`config.mk`:
```
export PLATFORM = sky130hd
export DESIGN_NAME = digit_serial_adder
export DESIGN_NICKNAME = d
export VERILOG_FILES = /design/src/rtl/digit_serial_adder_pkg.sv /design/src/rtl/digit_rca.sv /design/src/rtl/full_adder.sv /design/src/rtl/digit_serial_adder.sv
export SDC_FILE = /design/constraint.sdc
export NUM_CORES = 1
export LEC_CHECK = 0
export CAP_MARGIN = 15
export CORE_UTILIZATION = 30
export DETAILED_ROUTE_END_ITERATION = 8
export PLACE_DENSITY = 0.61
export SLEW_MARGIN = 20
export SYNTH_ARGS = -nofsm -noshare
export SYNTH_HDL_FRONTEND = slang
export SYNTH_SLANG_ARGS = --single-unit
```
`constraint.sdc`:
```
create_clock -name clk -period 5.1 [get_ports clk]
set_input_delay 0.51 -clock clk [delete_from_list [all_inputs] [get_ports clk]]
set_output_delay 0.51 -clock clk [all_outputs]
set_load 0.01 [all_outputs]
```
`src/rtl/digit_serial_adder_pkg.sv`:
```
// rtl/digit_serial_adder_pkg.sv - shared types and sizing for the digit-serial adder
package digit_serial_adder_pkg;

  localparam int WIDTH_DEF = 16;
  localparam int DIGIT_DEF = 4;

  function automatic int cnt_width(input int ndig);
    int w;
    w = $clog2(ndig);
    return (w < 1) ? 1 : w;
  endfunction

  localparam int NDIG  = WIDTH_DEF / DIGIT_DEF;
  localparam int CNT_W = cnt_width(NDIG);

  typedef enum logic [1:0] {
    IDLE = 2'd0,
    RUN  = 2'd1,
    DONE = 2'd2
  } state_t;

endpackage

```
`src/rtl/digit_rca.sv`:
```
// rtl/digit_rca.sv - combinational DIGIT-bit ripple chain of full-adder cells
module digit_rca #(
  parameter int DIGIT = 4
) (
  input  logic [DIGIT-1:0] a,
  input  logic [DIGIT-1:0] b,
  input  logic             c_in,
  output logic [DIGIT-1:0] s,
  output logic             c_out,
  output logic             c_msb
);

  logic [DIGIT:0] c;

  assign c[0] = c_in;

  for (genvar i = 0; i < DIGIT; i++) begin : g_fa
    full_adder u_fa (
      .a    (a[i]),
      .b    (b[i]),
      .c_in (c[i]),
      .s    (s[i]),
      .c_out(c[i+1])
    );
  end

  assign c_out = c[DIGIT];
  // Carry into the top bit of this digit; only meaningful for the last digit's ovf.
  assign c_msb = c[DIGIT-1];

endmodule

```
`src/rtl/full_adder.sv`:
```
// rtl/full_adder.sv - single-bit full-adder cell
module full_adder (
  input  logic a,
  input  logic b,
  input  logic c_in,
  output logic s,
  output logic c_out
);

  assign s     = a ^ b ^ c_in;
  assign c_out = (a & b) | (c_in & (a ^ b));

endmodule

```
`src/rtl/digit_serial_adder.sv`:
```
// rtl/digit_serial_adder.sv - WIDTH-bit add/subtract, DIGIT bits per clock with start/busy/done
module digit_serial_adder
  import digit_serial_adder_pkg::*;
#(
  parameter int WIDTH = WIDTH_DEF,
  parameter int DIGIT = DIGIT_DEF
) (
  input  logic             clk,
  input  logic             reset,
  input  logic             start,
  input  logic             sub,
  input  logic [WIDTH-1:0] a,
  input  logic [WIDTH-1:0] b,
  input  logic             c_in,
  output logic             busy,
  output logic             done,
  output logic [WIDTH-1:0] sum,
  output logic             c_out,
  output logic             ovf
);

  localparam int ND = WIDTH / DIGIT;
  localparam int CW = cnt_width(ND);

  state_t           state_q, state_d;
  logic [CW-1:0]    cnt_q, cnt_d;
  logic [WIDTH-1:0] a_q, a_d;
  logic [WIDTH-1:0] b_q, b_d;
  logic [WIDTH-1:0] part_q, part_d;
  logic             carry_q, carry_d;
  logic             busy_q, busy_d;
  logic             done_q, done_d;
  logic [WIDTH-1:0] sum_q, sum_d;
  logic             c_out_q, c_out_d;
  logic             ovf_q, ovf_d;

  int unsigned      dig_lsb;
  logic [DIGIT-1:0] a_dig, b_dig, rca_s;
  logic             rca_co, rca_cmsb;
  logic             last_dig;

  assign dig_lsb  = 32'(cnt_q) * DIGIT;
  assign a_dig    = a_q[dig_lsb +: DIGIT];
  assign b_dig    = b_q[dig_lsb +: DIGIT];
  assign last_dig = (cnt_q == CW'(ND - 1));

  digit_rca #(.DIGIT(DIGIT)) u_rca (
    .a    (a_dig),
    .b    (b_dig),
    .c_in (carry_q),
    .s    (rca_s),
    .c_out(rca_co),
    .c_msb(rca_cmsb)
  );

  always_comb begin
    state_d = state_q;
    cnt_d   = cnt_q;
    a_d     = a_q;
    b_d     = b_q;
    part_d  = part_q;
    carry_d = carry_q;
    done_d  = 1'b0;
    sum_d   = sum_q;
    c_out_d = c_out_q;
    ovf_d   = ovf_q;
    case (state_q)
      IDLE, DONE: begin
        if (start) begin
          // Subtraction is A + ~B + 1: invert B once here and seed the carry with 1.
          state_d = RUN;
          cnt_d   = '0;
          a_d     = a;
          b_d     = b ^ {WIDTH{sub}};
          carry_d = sub | c_in;
        end else begin
          state_d = IDLE;
        end
      end
      RUN: begin
        part_d[dig_lsb +: DIGIT] = rca_s;
        carry_d = rca_co;
        cnt_d   = cnt_q + 1'b1;
        if (last_dig) begin
          state_d = DONE;
          done_d  = 1'b1;
          sum_d   = part_d;
          c_out_d = rca_co;
          ovf_d   = rca_cmsb ^ rca_co;
        end
      end
      default: state_d = IDLE;
    endcase
    busy_d = (state_d == RUN);
  end

  always_ff @(posedge clk) begin
    if (reset) begin
      state_q <= IDLE;
      cnt_q   <= '0;
      a_q     <= '0;
      b_q     <= '0;
      part_q  <= '0;
      carry_q <= 1'b0;
      busy_q  <= 1'b0;
      done_q  <= 1'b0;
      sum_q   <= '0;
      c_out_q <= 1'b0;
      ovf_q   <= 1'b0;
    end else begin
      state_q <= state_d;
      cnt_q   <= cnt_d;
      a_q     <= a_d;
      b_q     <= b_d;
      part_q  <= part_d;
      carry_q <= carry_d;
      busy_q  <= busy_d;
      done_q  <= done_d;
      sum_q   <= sum_d;
      c_out_q <= c_out_d;
      ovf_q   <= ovf_d;
    end
  end

  assign busy  = busy_q;
  assign done  = done_q;
  assign sum   = sum_q;
  assign c_out = c_out_q;
  assign ovf   = ovf_q;

endmodule

```
# Yosys cells after proc, flatten, opt, wreduce, memory -nomap -nowiden

Cells that the tools add are included.

Register bits after elaboration: 73
Input port bits: 37

Bitwise gates (word level): 24
Add/subtract/negate cells: 2
Shift operators: 4
Reductions and logical operators: 7
Equal/unequal tests: 5
Muxes and demuxes: 9

Operators by type and width:

| kind                      | number |
|---|---|
| $neg A4 Y34               | 1 |
| $shift A4 B34 Y16 const A | 1 |
| $shiftx A4 B34 Y16        | 1 |
| $shiftx A16 B5 Y4         | 2 |
| $bwmux W16                | 1 |
| $xor A16 B16 Y16          | 1 |
| $xor A1 B1 Y1             | 9 |
| $and A1 B1 Y1             | 8 |
| $pmux W2 S2               | 2 |
| $reduce_and A2 Y1         | 3 |
| $or A1 B1 Y1              | 5 |
| $eq A2 B1 Y1 const B      | 2 |
| $eq A2 B2 Y1 const B      | 2 |
| $mux W2                   | 2 |
| $reduce_or A2 Y1          | 2 |
| $mux W1                   | 3 |
| $add A2 B1 Y2 const B     | 1 |
| $logic_not A2 Y1          | 1 |
| $ne A2 B2 Y1 const B      | 1 |
| $pmux W1 S2               | 1 |
| $reduce_bool A2 Y1        | 1 |
| $not A1 Y1                | 1 |

# Longest topological paths before layout

Word-level depth: 11
Depth in mapped cells: 13
Depth with buffers taken out: 12

# By module

Synthesis repeated with hierarchy kept, for this count alone.

Cells, all modules: 350
Area, all modules: 3306.9 um2

Modules (own cells, without submodules):

| module             | area each (um2) | cells an instance | times used |
|---|---|---|---|
| digit_serial_adder | 3226.8          | 346               | 1 |
| full_adder         | 20.0            | 1                 | 4 |

# Worst setup path before layout

No wires, ideal clock.

Kind: register -> register
Start: reg cnt_q[0]
End: reg sum_q[15] (netlist: sum[15])
Stages on the path, launching flop included: 14
Data arrival time: 3.116 ns
Data required time: 5.026 ns
Slack: 1.910 ns
Clock period less this slack: 3.190 ns
Setup time: 0.074 ns
Buffers on the path: 1
Cell sequence: dfxtp_1 -> buf_4 -> mux4_2 -> inv_1 -> fa_1 -> inv_1 -> fa_1 -> inv_1 -> fa_1 -> inv_1 -> fa_1 -> nor2b_1 -> a221oi_1 -> nor3_2

Word-level cells in the longest chain between the ends: 11
Elaborated cells between the ends (all ways): 25
Those cells by class: add/sub: 1; eq/ne: 1; shift: 4; mux: 1; bitwise: 17; reduce/logical: 1

RTL lines:

| what                                 | line                                               | source |
|---|---|---|
| start, declared                      | digit_serial_adder.sv:26                           | `logic [CW-1:0] cnt_q, cnt_d;` |
| start signal, assigned               | digit_serial_adder.sv:112                          | `cnt_q <= cnt_d;` |
| $shiftx A16 B5 Y4 (on tied branches) | digit_serial_adder.sv:43, digit_serial_adder.sv:44 |  |
| $xor A1 B1 Y1                        | full_adder.sv:10, full_adder.sv:11                 |  |
| $and A1 B1 Y1                        | full_adder.sv:11                                   | `assign c_out = (a & b) \| (c_in & (a ^ b));` |
| $or A1 B1 Y1                         | full_adder.sv:11                                   |  |
| $and A1 B1 Y1                        | full_adder.sv:11                                   |  |
| $or A1 B1 Y1                         | full_adder.sv:11                                   |  |
| $and A1 B1 Y1                        | full_adder.sv:11                                   |  |
| $or A1 B1 Y1                         | full_adder.sv:11                                   |  |
| $xor A1 B1 Y1                        | full_adder.sv:10                                   | `assign s = a ^ b ^ c_in;` |
| $shiftx A4 B34 Y16                   | digit_serial_adder.sv:81                           | `part_d[dig_lsb +: DIGIT] = rca_s;` |
| $bwmux W16                           | digit_serial_adder.sv:81                           |  |
| end signal, assigned                 | digit_serial_adder.sv:119                          | `sum_q <= sum_d;` |
| end, declared                        | digit_serial_adder.sv:33                           | `logic [WIDTH-1:0] sum_q, sum_d;` |

Parallel ways exist; a longest one is shown, timed or not.
A chain may end at the register's enable or synchronous reset.

# Final worst setup path

Start: reg cnt_q[0]
End: reg sum_q[7] (netlist: sum[7])

The elaborated chain is that of the path after synthesis.

==> qor.yml <==
outcome:
  status: "finished clean"
sta:
  maxSlewViolCount: 0
  final_period_minus_worst_setup_slack_ns: 3.80
  final.setup_skew_ns: 0.00481
  max_slew.worst_pin.slew_ns: 0.960
  maxSlewHeadroom_pct: 35.8
  fmax_mhz: 263
  finalHoldViolCount: 0
  setup_viol: 0
  rsz0062_at_grt: "no"
  setup_total_negative_slack_ns: 0
  timing.final.crit_share_pct: 74.4
worst_hold_path:
  worst_hold_path_type: "flip-flop to flip-flop"
  hold_start: "ovf"
  whs_path_depth: 2
  min_delay_worst_endpoint: "ovf"
pwr:
  power_switching_mw: 0.314
  p_per_area_nw_per_um2: 305
  intPower_mw: 0.941
  ir_worst_vdd_mv: 0.122
  clock_power_share_pct: 37.6
  share_seq_of_total_power_pct: 48.9
  power.static_leakage_nw: 1.48
  switching_power_share_of_the_total_pct: 25.0
  p_comb_share_pct: 13.5
logic_synthesis:
  yosys_most_used_dff: "dfxtp_1"
  synth-edff-count: 0
  synth.yosys.warnings: 0
  synth-seq-cells: 73
  netlist.top_cell.by_area: "dfxtp_1"
  synth_cells: 353
  synth_area_um2: 3330
  per_instance_average_area_after_synthesis_um2: 9.43
  async_reset_ff_share_pct: 0
  syn_nets: 400
  synth_seq_area_share_pct: 43.9
  synthDominantCellAreaShare_pct: 43.9
  post_synth_main_area_contributors: "dfxtp_1 44%, nor2_1 5.9%, mux4_2 5.4%"
  synthDistinctLibCells: 32
finish:
  fraction_of_layout_cells_with_a_size_suffix_above_1_pct: 9.57
  final_common_cell: "dfxtp_1"
  diodes: 0
  finish.net_count: 439
  layout.cells.most_common_list: "73 x dfxtp_1, 55 x clkdlybuf4s50_1, 52 x nor2_1, 39 x nand2_1, 20 x a21oi_1"
  area_growth_syn_to_layout_pct: 23.6
  final_core_utilization_pct: 38.0
detailed_routing:
  drt_pass1_iterations: 4
  vias: 2620
  routed_wire_length_per_instance_um: 13.9
  drt_first_iter_violations: 100
  finalWirelength_mm: 7.46
  ant_nets: 0
  detail_route.vias_per_cell: 4.88
  drc: 0
die:
  die-area_um2: 11500
  initial_core_util_pct: 30.7
  die_height_um: 107
  floorplan.die.width_um: 107
  io_pins: 57
  core.rowCount: 38
  core_area_um2: 10800
setup_path:
  worstPathArrival_ns: 4.07
  setup_cp_type: "flip-flop to flip-flop"
  worstPathMaxFanout: 17
  reg2reg_from: "cnt_q[0]"
  crit_path_cell_trace: "mux4_2, inv_1, fa_1, inv_1, fa_1, inv_1, fa_1, inv_1, fa_1, nor2b_1, a221oi_1, nor3_1"
  worst_path_dominant_cell_family: "adder cells"
  r2r_cells: 12
  path_buf_inv: 4
  worstReg2RegEnd: "sum[7]"
  critical_path.slowest_cell: "dfxtp_1"
  critical_path.endpoint_type: "flip-flop"
  max_stage_delay_ns: 0.84
  cp_data_required_time_ns: 5.38
  rrSetupSlack_ns: 1.30
  critical_path.startpoint_type: "flip-flop"
grt:
  grt-busiest-layer: "met2"
  overflow: 0
  grt_pass1_wl_mm: 12.3
  global_route.usage.met3_pct: 4.06
  use_met2_pct: 22.4
  use_met1_pct: 17.1
  maximum_number_of_pins_on_one_net_before_global_route_repair: 74
  grt_pass1_vias: 2614
  antenna_found_initial: 0
  track_usage_pct: 13.9
clock_network:
  insertion_delay_ns: 0.35
  cts.repair.resized: 0
  clock_sinks: 73
  ctsHoldBuffers: 0
  cts_buffers: 9
  cts.reportedPaths.clkPinSlew_ns: 0.07
  cts_max_level: 3
  tritoncts_clock_tree: "yes"
  clock-root-buffer: "clkbuf_8"
  post_cts_repair_timing_setup_buffer_count: 0
  clk_path_buf_depth: 2
placement:
  dpl.hpwl_mm: 5.16
  gp_congestion: 0.764
  numPortBuffers: 56
flow_run:
  max_cap_violations: 0
-- cell usage after synthesis (5+ instances only) --
| cell | count |
|---|---|
| nand3b_1 | 5 |
| a21oi_1 | 20 |
| buf_1 | 6 |
| a211oi_1 | 16 |
| a32oi_1 | 16 |
| a221oi_1 | 16 |
| dfxtp_1 | 73 |
| nor2_1 | 52 |
| xnor2_1 | 17 |
| nand2_1 | 39 |
| nor3_1 | 7 |
| nor2b_1 | 5 |
| nor3_2 | 9 |
| mux4_2 | 8 |
| buf_4 | 5 |
| buf_2 | 13 |
| inv_1 | 16 |
| ha_1 | 6 |
-- worst min-delay path: stages, from the launching register on --
cell,delay (ns)
dfxtp_1,0.31
nand2_1,0.05
a21oi_1,0.05
-- per-stage QoR --
step                      setup WS, ns  cell area (µm²)  hold slack, ns  total power [mW]  instances
final                             1.30             4120           0.458              1.26        537
after global routing              1.00             4120           0.474              1.31        537
after CTS                         1.27             4120           0.458              1.27        537
after detailed placement          1.29             3910           0.448             0.798        521
after global placement            1.43             3910           0.440             0.792        521
after floorplan                   1.91             3330           0.433             0.741        353
-- flip-flops by register name, indices dropped and copies added (netlist names) --
| signal | cells |
|---|---|
| a_q | 16 |
| b_q | 16 |
| busy | 1 |
| c_out | 1 |
| carry_q | 1 |
| cnt_q | 2 |
| done | 1 |
| ovf | 1 |
| part_q | 16 |
| state_q | 2 |
| sum | 16 |
-- cell type report --
| cell class | instances | area [µm²] |
|---|---|---|
| well taps | 140 | 175 |
| repair buffers | 58 | 571 |
| inverters | 16 | 60.1 |
| clock inverters | 2 | 35.0 |
| fillers | 1115 | 6720 |
| flip-flops and latches | 73 | 1460 |
| clock buffers | 14 | 173 |
| multi-input cells | 234 | 1640 |
-- metal layers --
metal / wire (µm) / up-vias
met5: 0 / -
met2: 3520 / 67
met3: 348 / 11
met1: 3460 / 1223
li1: - / 1319
met4: 130 / 0
-- worst max path at each step --
stage	from	end	slack (ns)	depth (start not counted)
floorplan	cnt_q[0]	sum[15]	1.91	13
global route	cnt_q[0]	sum[7]	1.00	12
global placement	cnt_q[0]	sum[11]	1.43	12
detailed placement	cnt_q[0]	sum[7]	1.29	12
CTS	cnt_q[0]	sum[15]	1.27	12
finish	cnt_q[0]	sum[7]	1.30	12
-- power groups by stage --
stage / clock (mW) / sequential (mW) / combinational [mW]
finish: 0.472 / 0.615 / 0.169
global route: 0.508 / 0.619 / 0.187
floorplan: 0 / 0.617 / 0.124
CTS: 0.485 / 0.615 / 0.170
detailed placement: 0 / 0.628 / 0.170
global placement: 0 / 0.627 / 0.165
-- cells by family after synthesis --
logic type | synth area share [%]
XOR/XNOR | 4.47
AO/OA/AOI/OAI | 15.8
buffers and inverters | 6.95
multiplexers | 5.41
AND/OR/NAND/NOR | 18.8
flip-flops | 43.9
adder cells (fa/ha/maj) | 4.66
No activity file was read; power rests on OpenSTA's default activity.
